### src/rtl/hazard_ctrl.sv
// hazard_ctrl: pipeline stall/flush sequencing for the 5-stage MIPS core.
// PERF_CNT_EN adds stall/flush performance counters; without it both counter ports read 0.
module hazard_ctrl #(
  parameter int DWAIT_MAX = 255,
  parameter int CNT_W     = 32
) (
  input  logic             CLK,
  input  logic             nRST,
  input  logic             ihit,
  input  logic             dhit,
  input  logic             mem_dren,
  input  logic             mem_dwen,
  input  logic             mem_halt,
  input  logic             idex_dren,
  input  logic [4:0]       idex_rt,
  input  logic [4:0]       ifid_rs,
  input  logic [4:0]       ifid_rt,
  input  logic             ex_redirect,
  output logic             pc_wen,
  output logic             ifid_wen,
  output logic             ifid_flush,
  output logic             idex_wen,
  output logic             idex_flush,
  output logic             exmem_wen,
  output logic             memwb_wen,
  output logic             halt,
  output logic             dmem_timeout,
  output logic [CNT_W-1:0] stall_cnt,
  output logic [CNT_W-1:0] flush_cnt
);
  localparam logic [1:0] RUN   = 2'd0;
  localparam logic [1:0] DWAIT = 2'd1;
  localparam logic [1:0] HALT  = 2'd2;
  localparam logic [7:0] WMAX  = 8'(DWAIT_MAX);
  logic [1:0] state_q, state_d;
  logic [7:0] wcnt_q, wcnt_d;
  logic       halt_q, halt_d, tout_q, tout_d;
  logic       run, dpend, luse, adv;
  always_comb begin
    run        = nRST && state_q != HALT;
    dpend      = (mem_dren || mem_dwen) && !dhit;
    luse       = idex_dren && idex_rt != 5'd0 && (idex_rt == ifid_rs || idex_rt == ifid_rt);
    adv        = run && !dpend;
    exmem_wen  = adv;
    memwb_wen  = adv;
    idex_wen   = adv;
    pc_wen     = adv && (ex_redirect || (!luse && ihit));
    ifid_wen   = adv && (ex_redirect || !luse);
    ifid_flush = adv && (ex_redirect || (!luse && !ihit));
    idex_flush = adv && (ex_redirect || luse);
    state_d    = state_q == HALT ? HALT : dpend ? DWAIT : mem_halt ? HALT : RUN;
    // Counts every pending data cycle, including the one that leaves RUN
    wcnt_d     = state_q == HALT ? wcnt_q : !dpend ? 8'd0 : wcnt_q == 8'hff ? wcnt_q : wcnt_q + 8'd1;
    tout_d     = tout_q || (run && dpend && wcnt_d == WMAX);
    halt_d     = state_d == HALT;
  end
  always_ff @(posedge CLK or negedge nRST) begin
    if (!nRST) begin
      state_q <= RUN;
      wcnt_q  <= '0;
      halt_q  <= 1'b0;
      tout_q  <= 1'b0;
    end else begin
      state_q <= state_d;
      wcnt_q  <= wcnt_d;
      halt_q  <= halt_d;
      tout_q  <= tout_d;
    end
  end
  assign halt         = halt_q;
  assign dmem_timeout = tout_q;
`ifdef PERF_CNT_EN
  logic [CNT_W-1:0] stall_q, stall_d, flush_q, flush_d;
  always_comb begin
    stall_d = stall_q + {{(CNT_W-1){1'b0}}, run && !pc_wen};
    flush_d = flush_q + {{(CNT_W-1){1'b0}}, adv && ex_redirect};
  end
  always_ff @(posedge CLK or negedge nRST) begin
    if (!nRST) begin
      stall_q <= '0;
      flush_q <= '0;
    end else begin
      stall_q <= stall_d;
      flush_q <= flush_d;
    end
  end
  assign stall_cnt = stall_q;
  assign flush_cnt = flush_q;
`else
  assign stall_cnt = '0;
  assign flush_cnt = '0;
`endif
endmodule
### config.mk
export PLATFORM = sky130hd
export DESIGN_NAME = hazard_ctrl
export DESIGN_NICKNAME = d
export VERILOG_FILES = /design/src/rtl/hazard_ctrl.sv
export SDC_FILE = /design/constraint.sdc
export NUM_CORES = 1
export LEC_CHECK = 0
export CAP_MARGIN = 20
export CELL_PAD_IN_SITES_DETAIL_PLACEMENT = 0
export CELL_PAD_IN_SITES_GLOBAL_PLACEMENT = 2
export CORE_AREA = 3 3 87 89
export CTS_BUF_LIST = sky130_fd_sc_hd__clkbuf_4 sky130_fd_sc_hd__clkbuf_8
export DETAILED_ROUTE_END_ITERATION = 6
export DIE_AREA = 0 0 90 92
export PLACE_DENSITY = 0.91
export SYNTH_ARGS = -nofsm -noshare
export SYNTH_HDL_FRONTEND = slang
export SYNTH_SLANG_ARGS = --single-unit
### constraint.sdc
create_clock -name CLK -period 5.7 [get_ports CLK]
set_input_delay 1.425 -clock CLK [delete_from_list [all_inputs] [get_ports CLK]]
set_output_delay 1.425 -clock CLK [all_outputs]
set_load 0.02 [all_outputs]
==> reports/summary.json <==
{
  "crit_path_start_kind": {"value": "input pin"},
  "detail_route.drc_violations": {"value": 0},
  "tritoncts_clock_tree": {"value": "yes"},
  "grt_setup_unrepaired": {"value": "false"},
  "grt_first_pass_wirelength": {"value": 4100, "unit": "µm"},
  "synth_cell_type_count": {"value": 46},
  "worst_clock_skew": {"value": 0.00330, "unit": "ns"},
  "viasPerCell": {"value": 3.52},
  "clockRootBuffer": {"value": "sky130_fd_sc_hd__clkbuf_8"},
  "synth-edff-count": {"value": 0},
  "place_congestion": {"value": 0.782},
  "fin_setup_tns": {"value": 0, "unit": "ns"},
  "tritoncts_num_sinks": {"value": 12},
  "worstMarginPinSlew": {"value": 0.597, "unit": "ns"},
  "post-cts-setup-buffers": {"value": 0},
  "timing.max_slew.rel_slack": {"value": 60.1, "unit": "%"},
  "post-synth-top-area-fraction": {"value": 36.6, "unit": "%"},
  "yosys.area.top_type": {"value": "sky130_fd_sc_hd__buf_4"},
  "netlist_top_cells_area": {"value": "sky130_fd_sc_hd__buf_4, sky130_fd_sc_hd__dfrtp_1, sky130_fd_sc_hd__xor2_1, sky130_fd_sc_hd__nand2_1, sky130_fd_sc_hd__a21oi_1"},
  "crit_path_max_fanout": {"value": 3},
  "detail_route.wirelength": {"value": 2740, "unit": "µm"},
  "synthMostInstantiatedCell": {"value": "sky130_fd_sc_hd__buf_4"},
  "timing.max_cap.violations": {"value": 0},
  "route.detailed.wl_per_inst": {"value": 9.59, "unit": "µm"},
  "clock.fmax": {"value": 203, "unit": "MHz"},
  "via_count_of_the_first_global_routing_pass": {"value": 872},
  "path_class": {"value": "input pin to output pin"},
  "worst_ir_drop_vdd": {"value": 0.0773, "unit": "mV"},
  "synth-main-ff-cell": {"value": "sky130_fd_sc_hd__dfrtp_1"},
  "timing.final.max_slew_violations": {"value": 0},
  "die_height": {"value": 92, "unit": "µm"},
  "placeableCoreArea": {"value": 6830, "unit": "µm²"},
  "setup_violations": {"value": 0},
  "cts.repair.resized": {"value": 0},
  "boundaryPins": {"value": 97},
  "report.final.hold_viol_count": {"value": 0},
  "global_route_total_usage_across_every_layer": {"value": 6.07, "unit": "%"},
  "ys_top_cells_by_count": {"value": "sky130_fd_sc_hd__buf_4, sky130_fd_sc_hd__dfrtp_1, sky130_fd_sc_hd__xor2_1, sky130_fd_sc_hd__nand2_1, sky130_fd_sc_hd__nor2_1"},
  "layout_worst_path_cycle_share": {"value": 86.4, "unit": "%"},
  "fillers": {"value": 777},
  "firstDrtPassIters": {"value": 4},
  "setup.worst_path.end_class": {"value": "output pin"},
  "detail-route-antenna-nets": {"value": 0},
  "cellPowerDensity": {"value": 229, "unit": "nW/µm²"},
  "number_of_antenna_violations_at_the_first_check_in_global_routing": {"value": 0},
  "clock_slew_at_the_register_clock_pins_of_the_worst_setup_and_hold_paths": {"value": 0.05, "unit": "ns"},
  "yosys_warnings": {"value": 0},
  "area_growth": {"value": 15.7, "unit": "%"},
  "synth_area_per_cell": {"value": 8.59, "unit": "µm²"},
  "ctsHtreeMaxLevel": {"value": 1},
  "numCtsBuffers": {"value": 3},
  "placementRows": {"value": 30},
  "share_of_async_settable_or_async_resettable_flops_after_synthesis": {"value": 100, "unit": "%"},
  "post-layout-total-power": {"value": 364, "unit": "µW"},
  "holdCritPathClass": {"value": "register to register"},
  "crit_arrival": {"value": 3.50, "unit": "ns"},
  "vias": {"value": 1006},
  "holdBufCountCts": {"value": 0},
  "clk_latency": {"value": 0.24, "unit": "ns"},
  "netlist_instances": {"value": 160},
  "min_clock_period_post_route": {"value": 4.92, "unit": "ns"},
  "initial_util": {"value": 20.1, "unit": "%"},
  "crit_required": {"value": 4.28, "unit": "ns"},
  "globalRoute.totalOverflow": {"value": 0},
  "synth.yosys.seq_area_share": {"value": 21.8, "unit": "%"},
  "num_antenna_cells": {"value": 0},
  "detailedRoute.firstIterationViolations": {"value": 28},
  "grt_start_max_net_pins": {"value": 14},
  "final_layout_size_suffix_gt1_share": {"value": 10.0, "unit": "%"},
  "die_w": {"value": 90, "unit": "µm"},
  "yosys_register_bits": {"value": 12},
  "leakage": {"value": 0.000733, "unit": "µW"},
  "cts_max_path_buffers": {"value": 2},
  "status": {"value": "completed"},
  "syn-cell-area": {"value": 1380, "unit": "µm²"},
  "num-nets-final": {"value": 216},
  "place_hpwl": {"value": 2300, "unit": "µm"},
  "die-area": {"value": 8280, "unit": "µm²"},
  "port_buffer_count": {"value": 32}
}
==> placed cells by master, fill, tap and decap left out, types with 2 or more instances in the layout <==
cell | Yosys | layout
sky130_fd_sc_hd__conb_1 | 1 | 64
sky130_fd_sc_hd__a21oi_1 | 5 | 5
sky130_fd_sc_hd__xor2_1 | 10 | 10
sky130_fd_sc_hd__clkdlybuf4s50_1 | 0 | 32
sky130_fd_sc_hd__a41oi_1 | 2 | 2
sky130_fd_sc_hd__nor2_1 | 6 | 6
sky130_fd_sc_hd__nand3_1 | 3 | 3
sky130_fd_sc_hd__o21ai_0 | 3 | 3
sky130_fd_sc_hd__dfrtp_1 | 12 | 12
sky130_fd_sc_hd__nand4_2 | 2 | 2
sky130_fd_sc_hd__and3_1 | 2 | 2
sky130_fd_sc_hd__nor3_1 | 3 | 3
sky130_fd_sc_hd__nand2_1 | 8 | 8
sky130_fd_sc_hd__clkbuf_8 | 0 | 4
sky130_fd_sc_hd__inv_1 | 4 | 4
==> layer usage <==
layer,routed length (µm),global-route usage [%]
met1,974,6.65
met2,1440,10.6
met3,286,1.48
met4,44,3.57
met5,0,0
==> stage by stage <==
stage               setup WS (ns)  std cells  util [%]  hold slack (ns)  area [µm²]
global route                0.624        286      23.3            0.509        1590
CTS                         0.751        286      23.3            0.470        1590
finish                      0.777        286      23.3            0.468        1590
floorplan                    1.72        223         -            0.541        1610
global placement            0.761        282      22.5            0.455        1540
detailed placement          0.763        282      22.5            0.459        1540
==> final timing paths <==
path / startpoint / end / slack, ns / cells after the start
max reg2reg: wcnt_q[0] / dmem_timeout / 3.71 / 6
min: dmem_timeout / dmem_timeout / 0.47 / 1
min in group asynchronous: nRST / wcnt_q[3] / 1.56 / 2
max in group asynchronous: nRST / wcnt_q[5] / 3.98 / 2
min reg2reg: dmem_timeout / dmem_timeout / 0.47 / 1
max: idex_rt[1] / ifid_flush / 0.78 / 6
==> registers in the layout, summed over array words and instances (netlist names) <==
name          count
dmem_timeout      1
halt              1
state_q           2
wcnt_q            8
==> final cells by class <==
class | instances | area (µm²) | share of cell area [%]
clock buffer | 4 | 55.1 | 3.46
inverter | 4 | 15.0 | 0.944
multi-input combinational | 137 | 772 | 48.5
sequential | 12 | 300 | 18.9
tap | 96 | 120 | 7.55
timing repair buffer | 33 | 328 | 20.6
==> critical path, cell delays in order <==
cell	delay [ns]
sky130_fd_sc_hd__clkdlybuf4s50_1	0.46
sky130_fd_sc_hd__or4_1	0.53
sky130_fd_sc_hd__o21ai_1	0.19
sky130_fd_sc_hd__o31ai_1	0.12
sky130_fd_sc_hd__a21oi_1	0.13
sky130_fd_sc_hd__clkdlybuf4s50_1	0.63
==> kinds of logic after synthesis <==
group,after synthesis,synth area share [%]
and+or+nand+nor,36,16.1
adders and majority gates,1,0.910
other,1,0.273
AOI/OAI and AO/OA,25,14.7
DFF,12,21.8
xor gates and xnor gates,11,7.01
buffers and inverters,74,39.2
==> power by group <==
group | internal, µW | switching [µW]
sequential | 100 | 21.4
clock | 61.1 | 32.3
combinational | 54.5 | 94.3
No activity file was read; power rests on OpenSTA's default activity.
